`src/rtl/hdr_patch_ctrl_if.sv`:
```
// Bus bundle between the header patch sequencer and its environment:
// descriptor queue, the UDP and IP patchers, and the header-buffer write port.
interface hdr_patch_ctrl_if #(
  parameter int ADDR_WIDTH = 11,
  parameter int HDR_AW     = 6
);
  logic                  i_pkt_valid;
  logic                  o_pkt_ready;
  logic [ADDR_WIDTH-1:0] i_data_st;
  logic [ADDR_WIDTH-1:0] i_next_data_st;
  logic                  o_udp_trig;
  logic [ADDR_WIDTH-1:0] o_data_st;
  logic [ADDR_WIDTH-1:0] o_next_data_st;
  logic [2:0]            i_udp_idx;
  logic [7:0]            i_udp_byte;
  logic                  i_udp_wr_en;
  logic                  i_udp_ready;
  logic                  o_ip_trig;
  logic [15:0]           o_ip_len;
  logic [HDR_AW-1:0]     i_ip_idx;
  logic [7:0]            i_ip_byte;
  logic                  i_ip_wr_en;
  logic                  i_ip_ready;
  logic [HDR_AW-1:0]     o_hdr_addr;
  logic [7:0]            o_hdr_data;
  logic                  o_hdr_wr_en;
  logic                  o_busy;
  logic                  o_done;
  logic                  o_err;

  // controller side
  modport master (
    input  i_pkt_valid, i_data_st, i_next_data_st,
    input  i_udp_idx, i_udp_byte, i_udp_wr_en, i_udp_ready,
    input  i_ip_idx, i_ip_byte, i_ip_wr_en, i_ip_ready,
    output o_pkt_ready, o_udp_trig, o_data_st, o_next_data_st,
    output o_ip_trig, o_ip_len, o_hdr_addr, o_hdr_data, o_hdr_wr_en,
    output o_busy, o_done, o_err
  );

  // environment side (descriptor queue, patchers, header buffer)
  modport slave (
    output i_pkt_valid, i_data_st, i_next_data_st,
    output i_udp_idx, i_udp_byte, i_udp_wr_en, i_udp_ready,
    output i_ip_idx, i_ip_byte, i_ip_wr_en, i_ip_ready,
    input  o_pkt_ready, o_udp_trig, o_data_st, o_next_data_st,
    input  o_ip_trig, o_ip_len, o_hdr_addr, o_hdr_data, o_hdr_wr_en,
    input  o_busy, o_done, o_err
  );
endinterface

```
`src/rtl/hdr_patch_ctrl.sv`:
```
// Header patch sequencer: runs the UDP length patcher then the IP
// length/checksum patcher for one packet, muxing their byte writes onto the
// header buffer and aborting a stage that does not report ready in time.
//
// state      | meaning
// -----------+-------------------------------------------------------------
// IDLE       | waiting for a descriptor, o_pkt_ready high
// UDP_TRIG   | o_udp_trig high for two cycles
// UDP_WAIT   | waiting for i_udp_ready, timeout timer running
// IP_TRIG    | o_ip_trig high for two cycles
// IP_WAIT    | waiting for i_ip_ready, timeout timer running
// DONE       | one-cycle o_done pulse
// ERR        | one-cycle o_err pulse after a stage timeout
module hdr_patch_ctrl #(
  parameter int ADDR_WIDTH = 11,
  parameter int HDR_AW     = 6,
  parameter int UDP_BASE   = 20,
  parameter int TIMEOUT    = 64
) (
  input logic              i_clk,
  input logic              i_rst,
  hdr_patch_ctrl_if.master bus
);
  typedef enum logic [2:0] {
    S_IDLE, S_UDP_TRIG, S_UDP_WAIT, S_IP_TRIG, S_IP_WAIT, S_DONE, S_ERR
  } state_t;

  // The timer is a down-counter: loaded on entry to a TRIG or WAIT state and
  // the state ends at terminal count zero. TIMEOUT-1 load gives TIMEOUT wait
  // cycles, 1 gives the two-cycle trigger pulse.
  localparam logic [7:0] TMR_WAIT = 8'(TIMEOUT - 1);
  localparam logic [7:0] TMR_TRIG = 8'd1;

  state_t                state, state_nxt;
  logic [7:0]            tmr, tmr_nxt;
  logic                  accept;
  logic [ADDR_WIDTH-1:0] span;
  logic [HDR_AW-1:0]     udp_addr;

  assign span     = bus.i_next_data_st - bus.i_data_st;
  assign udp_addr = HDR_AW'(UDP_BASE) + HDR_AW'(bus.i_udp_idx);

  // State and timer registers
  always_ff @(posedge i_clk) begin
    if (i_rst) begin
      state <= S_IDLE;
      tmr   <= '0;
    end else begin
      state <= state_nxt;
      tmr   <= tmr_nxt;
    end
  end

  // Next-state and timer logic; ready wins over a coincident terminal count
  always_comb begin
    state_nxt = state;
    tmr_nxt   = tmr;
    accept    = 1'b0;
    case (state)
      S_IDLE: begin
        if (bus.i_pkt_valid) begin
          accept    = 1'b1;
          state_nxt = S_UDP_TRIG;
          tmr_nxt   = TMR_TRIG;
        end
      end
      S_UDP_TRIG: begin
        if (tmr == 8'd0) begin
          state_nxt = S_UDP_WAIT;
          tmr_nxt   = TMR_WAIT;
        end else begin
          tmr_nxt = tmr - 8'd1;
        end
      end
      S_UDP_WAIT: begin
        if (bus.i_udp_ready) begin
          state_nxt = S_IP_TRIG;
          tmr_nxt   = TMR_TRIG;
        end else if (tmr == 8'd0) begin
          state_nxt = S_ERR;
        end else begin
          tmr_nxt = tmr - 8'd1;
        end
      end
      S_IP_TRIG: begin
        if (tmr == 8'd0) begin
          state_nxt = S_IP_WAIT;
          tmr_nxt   = TMR_WAIT;
        end else begin
          tmr_nxt = tmr - 8'd1;
        end
      end
      S_IP_WAIT: begin
        if (bus.i_ip_ready) begin
          state_nxt = S_DONE;
        end else if (tmr == 8'd0) begin
          state_nxt = S_ERR;
        end else begin
          tmr_nxt = tmr - 8'd1;
        end
      end
      S_DONE, S_ERR: begin
        state_nxt = S_IDLE;
        tmr_nxt   = '0;
      end
      default: begin
        state_nxt = S_IDLE;
        tmr_nxt   = '0;
      end
    endcase
  end

  // Status and triggers decode straight from the state register
  assign bus.o_pkt_ready = (state == S_IDLE);
  assign bus.o_busy      = (state != S_IDLE);
  assign bus.o_udp_trig  = (state == S_UDP_TRIG);
  assign bus.o_ip_trig   = (state == S_IP_TRIG);
  assign bus.o_done      = (state == S_DONE);
  assign bus.o_err       = (state == S_ERR);

  // Descriptor capture; pointers stay frozen for the patchers until next accept
  always_ff @(posedge i_clk) begin
    if (i_rst) begin
      bus.o_data_st      <= '0;
      bus.o_next_data_st <= '0;
      bus.o_ip_len       <= '0;
    end else if (accept) begin
      bus.o_data_st      <= bus.i_data_st;
      bus.o_next_data_st <= bus.i_next_data_st;
      bus.o_ip_len       <= 16'(span) + 16'd30;
    end
  end

  // Header write mux: only the patcher owning the current stage reaches the buffer
  always_ff @(posedge i_clk) begin
    if (i_rst) begin
      bus.o_hdr_addr  <= '0;
      bus.o_hdr_data  <= '0;
      bus.o_hdr_wr_en <= 1'b0;
    end else begin
      case (state)
        S_UDP_TRIG, S_UDP_WAIT: begin
          bus.o_hdr_addr  <= udp_addr;
          bus.o_hdr_data  <= bus.i_udp_byte;
          bus.o_hdr_wr_en <= bus.i_udp_wr_en;
        end
        S_IP_TRIG, S_IP_WAIT: begin
          bus.o_hdr_addr  <= bus.i_ip_idx;
          bus.o_hdr_data  <= bus.i_ip_byte;
          bus.o_hdr_wr_en <= bus.i_ip_wr_en;
        end
        default: begin
          bus.o_hdr_wr_en <= 1'b0;
        end
      endcase
    end
  end
endmodule

```
`src/flat_wrapper.sv`:
```
// flat-port wrapper written by rule: the top's interface ports become plain ports
module hdr_patch_ctrl_flat 
#(
  parameter int ADDR_WIDTH = 11,
  parameter int HDR_AW     = 6,
  parameter int UDP_BASE   = 20,
  parameter int TIMEOUT    = 64
)
  (i_clk, i_rst, bus_i_pkt_valid, bus_i_data_st, bus_i_next_data_st, bus_i_udp_idx, bus_i_udp_byte, bus_i_udp_wr_en, bus_i_udp_ready, bus_i_ip_idx, bus_i_ip_byte, bus_i_ip_wr_en, bus_i_ip_ready, bus_o_pkt_ready, bus_o_udp_trig, bus_o_data_st, bus_o_next_data_st, bus_o_ip_trig, bus_o_ip_len, bus_o_hdr_addr, bus_o_hdr_data, bus_o_hdr_wr_en, bus_o_busy, bus_o_done, bus_o_err);
  hdr_patch_ctrl_if #(.ADDR_WIDTH(ADDR_WIDTH), .HDR_AW(HDR_AW)) bus_i ();
  input logic i_clk;
  input logic i_rst;
  input wire logic [$bits(bus_i.i_pkt_valid)-1:0] bus_i_pkt_valid;
  input wire logic [$bits(bus_i.i_data_st)-1:0] bus_i_data_st;
  input wire logic [$bits(bus_i.i_next_data_st)-1:0] bus_i_next_data_st;
  input wire logic [$bits(bus_i.i_udp_idx)-1:0] bus_i_udp_idx;
  input wire logic [$bits(bus_i.i_udp_byte)-1:0] bus_i_udp_byte;
  input wire logic [$bits(bus_i.i_udp_wr_en)-1:0] bus_i_udp_wr_en;
  input wire logic [$bits(bus_i.i_udp_ready)-1:0] bus_i_udp_ready;
  input wire logic [$bits(bus_i.i_ip_idx)-1:0] bus_i_ip_idx;
  input wire logic [$bits(bus_i.i_ip_byte)-1:0] bus_i_ip_byte;
  input wire logic [$bits(bus_i.i_ip_wr_en)-1:0] bus_i_ip_wr_en;
  input wire logic [$bits(bus_i.i_ip_ready)-1:0] bus_i_ip_ready;
  output wire logic [$bits(bus_i.o_pkt_ready)-1:0] bus_o_pkt_ready;
  output wire logic [$bits(bus_i.o_udp_trig)-1:0] bus_o_udp_trig;
  output wire logic [$bits(bus_i.o_data_st)-1:0] bus_o_data_st;
  output wire logic [$bits(bus_i.o_next_data_st)-1:0] bus_o_next_data_st;
  output wire logic [$bits(bus_i.o_ip_trig)-1:0] bus_o_ip_trig;
  output wire logic [$bits(bus_i.o_ip_len)-1:0] bus_o_ip_len;
  output wire logic [$bits(bus_i.o_hdr_addr)-1:0] bus_o_hdr_addr;
  output wire logic [$bits(bus_i.o_hdr_data)-1:0] bus_o_hdr_data;
  output wire logic [$bits(bus_i.o_hdr_wr_en)-1:0] bus_o_hdr_wr_en;
  output wire logic [$bits(bus_i.o_busy)-1:0] bus_o_busy;
  output wire logic [$bits(bus_i.o_done)-1:0] bus_o_done;
  output wire logic [$bits(bus_i.o_err)-1:0] bus_o_err;
  assign bus_i.i_pkt_valid = bus_i_pkt_valid;
  assign bus_i.i_data_st = bus_i_data_st;
  assign bus_i.i_next_data_st = bus_i_next_data_st;
  assign bus_i.i_udp_idx = bus_i_udp_idx;
  assign bus_i.i_udp_byte = bus_i_udp_byte;
  assign bus_i.i_udp_wr_en = bus_i_udp_wr_en;
  assign bus_i.i_udp_ready = bus_i_udp_ready;
  assign bus_i.i_ip_idx = bus_i_ip_idx;
  assign bus_i.i_ip_byte = bus_i_ip_byte;
  assign bus_i.i_ip_wr_en = bus_i_ip_wr_en;
  assign bus_i.i_ip_ready = bus_i_ip_ready;
  assign bus_o_pkt_ready = bus_i.o_pkt_ready;
  assign bus_o_udp_trig = bus_i.o_udp_trig;
  assign bus_o_data_st = bus_i.o_data_st;
  assign bus_o_next_data_st = bus_i.o_next_data_st;
  assign bus_o_ip_trig = bus_i.o_ip_trig;
  assign bus_o_ip_len = bus_i.o_ip_len;
  assign bus_o_hdr_addr = bus_i.o_hdr_addr;
  assign bus_o_hdr_data = bus_i.o_hdr_data;
  assign bus_o_hdr_wr_en = bus_i.o_hdr_wr_en;
  assign bus_o_busy = bus_i.o_busy;
  assign bus_o_done = bus_i.o_done;
  assign bus_o_err = bus_i.o_err;
  hdr_patch_ctrl #(.ADDR_WIDTH(ADDR_WIDTH), .HDR_AW(HDR_AW), .UDP_BASE(UDP_BASE), .TIMEOUT(TIMEOUT)) u_core (.i_clk(i_clk), .i_rst(i_rst), .bus(bus_i));
endmodule
```
`config.mk`:
```
export PLATFORM = sky130hd
export DESIGN_NAME = hdr_patch_ctrl_flat
export DESIGN_NICKNAME = d
export VERILOG_FILES = /design/src/rtl/hdr_patch_ctrl_if.sv /design/src/rtl/hdr_patch_ctrl.sv /design/src/flat_wrapper.sv
export SDC_FILE = /design/constraint.sdc
export NUM_CORES = 1
export LEC_CHECK = 0
export CAP_MARGIN = 20
export CORE_MARGIN = 2
export CORE_UTILIZATION = 46
export DETAILED_ROUTE_END_ITERATION = 8
export PLACE_DENSITY_LB_ADDON = 0.15
export SYNTH_ARGS = -nofsm -noshare
export SYNTH_HDL_FRONTEND = slang
export SYNTH_SLANG_ARGS = --single-unit
```
`constraint.sdc`:
```
create_clock -name i_clk -period 3.3 [get_ports i_clk]
set_input_delay 0.66 -clock i_clk [delete_from_list [all_inputs] [get_ports i_clk]]
set_output_delay 0.66 -clock i_clk [all_outputs]
set_load 0.02 [all_outputs]
```
# Word level (Yosys, flattened, before mapping)
# Cells that the tools add are included.
totals:
  ff_bits: 64
  latchBits: 0
  ramBits: 0
  rom_bits: 0
  in_bits: 54
  out_inout_bits: 59
  elab_cells: 49
  n_memories: 0
classes:
  n_addsub: 4
  mul: 0
  n_div: 0
  n_lt_le_gt_ge: 0
  n_eq_ne: 10
  shifts: 0
  mux: 18
  bitwise: 0
  reduce_logical: 9
op_table:
  columns: ["cell", "n"]
  rows:
  - ["$mux 8", 5]
  - ["$pmux 8 s4", 1]
  - ["$mux 3", 6]
  - ["$pmux 8 s2", 1]
  - ["$pmux 3 s5", 1]
  - ["$add 11x5->12 const B", 1]
  - ["$pmux 6 s2", 1]
  - ["$sub 11x11->11", 1]
  - ["$eq 3x3->1 const B", 3]
  - ["$logic_not 8->1", 1]
  - ["$sub 8x1->8 const B", 1]
  - ["$add 5x3->6 const A", 1]
  - ["$eq 3x2->1 const B", 2]
  - ["$reduce_or 2->1", 3]
  - ["$ne 2x1->1 const B", 2]
  - ["$ne 2x2->1 const B", 2]
  - ["$eq 3x1->1 const B", 1]
  - ["$logic_not 3->1", 1]
  - ["$reduce_and 3->1", 1]
  - ["$reduce_bool 3->1", 1]
  - ["$mux 1", 2]
  - ["$pmux 1 s2", 1]
  - ["$reduce_and 2->1", 1]
  - ["$reduce_bool 2->1", 1]

# Logic depth before layout (Yosys ltp)
# Gate-level depths: netlist (run 1).
logic_depth:
  word_depth: 4
  mapped_depth: 12

# Worst setup path before layout (run 1)
# Ideal clock, no wire load.
synth_timing:
  path_kind: "input -> register"
  start: "input bus_i_next_data_st[0]"
  end: "register u_core.bus.o_ip_len[9]"
  setup_ns: 0.079
  arrival_ns: 2.700
  slack_ns: 0.521
  stages: 11
  path_cell_list: "inv_1 -> ha_1 -> inv_1 -> fa_1 -> a21o_1 -> a221oi_2 -> xnor2_1 -> nand3b_4 -> nor4_4 -> xnor2_1 -> a211oi_2"
synth_between:
  elab_chain_cells: 2
synth_rtl:
  columns: ["item", "line", "text"]
  rows:
  - ["start: declaration", "flat_wrapper.sv:15", "input wire logic [$bits(bus_i.i_next_data_st)-1:0] bus_i_next_data_st;"]
  - ["$sub 11x11->11", "hdr_patch_ctrl.sv:40", "assign span = bus.i_next_data_st - bus.i_data_st;"]
  - ["$add 11x5->12", "hdr_patch_ctrl.sv:130", "bus.o_ip_len <= 16'(span) + 16'd30;"]
  - ["end signal: assignment", "hdr_patch_ctrl.sv:130", null]
  - ["end: declaration", "hdr_patch_ctrl_if.sv:37", "output o_ip_trig, o_ip_len, o_hdr_addr, o_hdr_data, o_hdr_wr_en,"]
# No other way between the ends.
# A chain may end at the register's enable or synchronous reset.

# Worst setup path in the final report (run 1)
layout_timing:
  start: "input bus_i_data_st[0]"
  end: "register u_core.bus.o_ip_len[8]"
layout_between:
  elab_chain_cells: 2
layout_rtl:
  columns: ["item", "line", "text"]
  rows:
  - ["start: declaration", "flat_wrapper.sv:14", "input wire logic [$bits(bus_i.i_data_st)-1:0] bus_i_data_st;"]
  - ["$sub 11x11->11", "hdr_patch_ctrl.sv:40", null]
  - ["$add 11x5->12", "hdr_patch_ctrl.sv:130", null]
# No other way between the ends.

==> summary.md, run 1 <==
Clock latency on the worst-skew pair, taken at its later pin, is 350 ps. Counting flops with a built-in enable in the synthesized netlist gives 0. The net switching component of the power was 1.60 mW. The routed design could run at a clock period as short as 3100 ps. In this run the cell area of the synthesized design comes to 3260 µm².

The sequential share of power was 0.294. The run gives 2.20 mW as the design internal power. The logs give 1.83 nW for the leakage power of the design and 597 for the number of nets in the layout.

The top fanout value on the critical path works out to 6. The overall fraction of global-route tracks in use is 0.221, and the wire length per cell is 13.5 µm. The start-to-end type of the worst setup path was input port to flop. The run gives 0 as the setup fix buffers added after clock tree synthesis. For the number of iterations in the first detailed-routing pass, the log shows 4.

Row generation in the floorplan step produced 30 rows. Timing would allow up to 0.322 GHz. The maximum vdd ir drop was 473 µV.

The pre-CTS setup slack was -149 ps; the post-CTS resize count was 0. With fillers left out, the area of the finished cells amounts to 4640 µm². The post-synthesis async set-or-reset flop share was 0.

The layout overhead on the synthesized area came out at 42.2%. For the relative max-transition margin, the log shows 0.541. The tools report the cell area reported after detailed placement as 4440 µm². The run gives 0 as the number of pins exceeding their max-slew limit in the final report.

The switching part of the total power was 0.422. The worst setup path is captured at a flop. The die is 88.2 µm wide. The worst setup path is launched from an input port.

The path class of the lowest-slack min-delay path is flop to flop. TritonCTS built the clock tree. Port buffering added 108 buffers.

The total area inside the core boundary comes to 6830 µm². The overall via count from detail_route was 3259; the register bit count reported by yosys was 60. The congestion estimate from routability-driven global placement came to 0.834.

The number of warnings printed during yosys synthesis is 0, and the power per cell area is 820 nW/µm². The part of the total power dissipated in the clock network is 0.181. The hold violation count in the final report came out at 0. The flow ran to the end, and the final reports show no timing, DRC or antenna violations.

The run gives 0.526 as the proportion of power drawn by combinational gates. The clock-pin slew on the worst setup and hold paths works out to 70 ps. Setup repair after global routing left no endpoint under its margin. Total design power: 3.81 mW.

For this run, the leading register cell type out of synthesis is dfxtp_1. The initial antenna violation count is 0. The logs give 0.477 for the initial core utilization and 629 for the number of cells in the finished layout apart from fillers.

The ratio of routed vias to standard cells is 5.18. Post-route fraction of the period consumed by the critical path: 0.940. In this run the number of H-tree levels came out at 3. The logs give 0 for the number of maximum-capacitance violations and 197 ps for the final critical-path setup slack. After detailed routing, the number of remaining DRC violations is 0.

For this block, the initial DRC count from the detailed router was 95. Data on the critical path arrives at its endpoint at 3350 ps. After global routing the overflow that remains totals 0. The sequential element share of the synthesized area is 0.368. The clock net in this run drives a total of 60 sinks.

Counting tap cells, the placed design contains a total of 613 instances. For the post-synthesis cell count, the log shows 421. The tools report the total of hold buffers inserted after clock tree synthesis as 0. In this run the deepest clock path goes through 2 buffers.

The required time of the worst setup path was 3550 ps. Synthesis instantiated 54 different standard cells from the library. The run gives 8.50 mm as the total wirelength of the detailed-routed design. The run gives 0 as the number of antenna cells inserted. From bottom edge to top edge, the die measures 88.2 µm.

The logs give 9 for the CTS buffer count and 451 ps for the worst hold slack. The via count of the first global-routing pass was 3040. The first global-routing pass estimated 13.6 mm of wire.

The actual transition at the worst max-transition pin came out at 688 ps. The layout cell share with drive strength beyond 1 was 0.0769; the number of I/O pins was 113. For the area of the die, the log shows 7780 µm². Entering global routing, the biggest net connects 38 pins.

The mean instance size in the synthesized netlist works out to 7.75 µm². Summed over all nets, the half-perimeter wirelength after detailed placement is 6.19 mm. Remaining antenna violation count: 0.

Clock tree synthesis selected as its root buffer the cell clkbuf_8. Across the routed clock network, the largest skew measured is 8.42 ps. For the final setup violation count, the log shows 0.
-- final timing paths --
kind | depth (start not counted) | from | slack, ps | end
worst max register to register | 9 | u_core.tmr[2] | 900 | u_core.tmr[0]
worst max-delay path | 11 | bus_i_data_st[0] | 200 | u_core.bus.o_ip_len[8]
worst min-delay path | 2 | u_core.bus.o_data_st[10] | 450 | u_core.bus.o_data_st[10]
worst min register to register | 2 | u_core.bus.o_data_st[10] | 450 | u_core.bus.o_data_st[10]
-- registers in the layout, indices dropped and copies added, names as in the netlist --
| signal | count |
|---|---|
| u_core.bus.o_data_st | 11 |
| u_core.bus.o_hdr_addr | 6 |
| u_core.bus.o_hdr_data | 8 |
| u_core.bus.o_hdr_wr_en | 1 |
| u_core.bus.o_ip_len | 12 |
| u_core.bus.o_next_data_st | 11 |
| u_core.state | 3 |
| u_core.tmr | 8 |
-- worst max-delay path, cell delays in order --
cell and delay [ps]:
clkdlybuf4s50_1 510, ha_1 180, inv_1 50, fa_1 370, a21o_1 200, a21oi_1 180
xnor2_1 130, nor3_1 500, nor3_1 130, xor2_1 170, a211oi_1 270
-- metal layers --
metal / global-route usage / vias up / wire (µm)
met2: 0.374 / 84 / 4150
met1: 0.268 / 1499 / 3710
met3: 0.0532 / 14 / 473
met5: 0 / - / 0
met4: 0.0978 / 0 / 169
li1: - / 1662 / -
-- stage by stage --
stage                util  TNS, ps
floorplan               -        0
global placement    0.649    -6.30
detailed placement  0.649     -348
finish              0.679        0
global route        0.679        0
CTS                 0.679        0
-- final cells by class --
type / instances / area [µm²]
well taps: 96 / 120
fillers: 610 / 2190
inverters: 23 / 86.3
clock inverters: 4 / 47.5
flip-flops and latches: 60 / 1200
clock buffers: 12 / 155
multi-input cells: 313 / 1850
repair buffers: 121 / 1170
-- cells by family after synthesis --
group | synth area share
and+or+nand+nor | 0.231
AOI/OAI and AO/OA | 0.227
DFF | 0.368
buffers and inverters | 0.0667
adders and majority gates | 0.0598
xor gates and xnor gates | 0.0426
other | 0.00115
muxes | 0.00345
-- layout by cell type (no fill, tap or decap), types with 2 or more instances in the layout --
| cell | Yosys | routed |
|---|---|---|
| clkdlybuf4s50_1 | 0 | 107 |
| nand2_1 | 84 | 84 |
| dfxtp_1 | 60 | 60 |
| nor2_1 | 43 | 43 |
| a21oi_1 | 43 | 43 |
| inv_1 | 23 | 23 |
| o21ai_0 | 16 | 16 |
| ha_1 | 14 | 14 |
| a311oi_1 | 13 | 13 |
| buf_4 | 4 | 13 |
| nor3_1 | 11 | 11 |
| clkbuf_8 | 0 | 11 |
| xnor2_1 | 10 | 10 |
| a211oi_1 | 9 | 9 |
| nor2b_1 | 4 | 4 |
| nand2b_1 | 4 | 4 |
| o21ai_1 | 4 | 4 |
| xor2_1 | 4 | 4 |
| conb_1 | 1 | 4 |
| or3_1 | 3 | 3 |
| nand3_1 | 3 | 3 |
| nor4_1 | 3 | 3 |
| o22ai_1 | 3 | 3 |
| and3_1 | 2 | 2 |
| a21o_1 | 2 | 2 |
| a221oi_2 | 2 | 2 |
| a211oi_2 | 2 | 2 |
| a211o_1 | 2 | 2 |
| nand4_1 | 2 | 2 |
| a31oi_1 | 2 | 2 |
| o32ai_1 | 2 | 2 |
| clkinv_2 | 0 | 2 |
-- Yosys cell counts (9+ instances only) --
cell type / number / area share
nor2_1: 43 / 0.049
clkbuf_1: 20 / 0.023
ha_1: 14 / 0.054
o21ai_0: 16 / 0.025
xnor2_1: 10 / 0.027
dfxtp_1: 60 / 0.37
inv_1: 23 / 0.026
a211oi_1: 9 / 0.021
a21oi_1: 43 / 0.066
nand2_1: 84 / 0.097
nor3_1: 11 / 0.017
a311oi_1: 13 / 0.035
-- power groups by stage --
stage | registers [mW] | logic (mW) | clock network (mW)
4_1_cts | 1.12 | 2.01 | 0.697
5_1_grt | 1.14 | 2.21 | 0.730
6_report | 1.12 | 2.00 | 0.688
3_3_place_gp | 1.12 | 1.96 | 0
2_1_floorplan | 1.31 | 1.08 | 0
3_5_place_dp | 1.13 | 2.00 | 0
(Power assumes the default switching activity.)
==> run 2: changes to the inputs <==
--- a/config.mk
+++ b/config.mk
@@ -9,6 +9,7 @@
 export CORE_MARGIN = 2
 export CORE_UTILIZATION = 46
 export DETAILED_ROUTE_END_ITERATION = 8
+export HOLD_SLACK_MARGIN = 0.12
 export PLACE_DENSITY_LB_ADDON = 0.15
 export SYNTH_ARGS = -nofsm -noshare
 export SYNTH_HDL_FRONTEND = slang
==> results of run 2 <==
No change in the layout: final DEF, timing and power equal those of run 1.
==> run 3: changes to the inputs <==
==> constraint.sdc (replaced) <==
create_clock -name i_clk -period 3.3 [get_ports i_clk]
set_input_delay 0.66 -clock i_clk [delete_from_list [all_inputs] [get_ports i_clk]]
set_output_delay 0.66 -clock i_clk [all_outputs]
set_load 0.05 [all_outputs]
==> results of run 3 <==
The final DEF is identical to that of run 1. Status: complete, no violations.
Main changes from that run: total power 3.81 mW -> 4.27 mW; worst IR drop on VDD 473 µV -> 563 µV
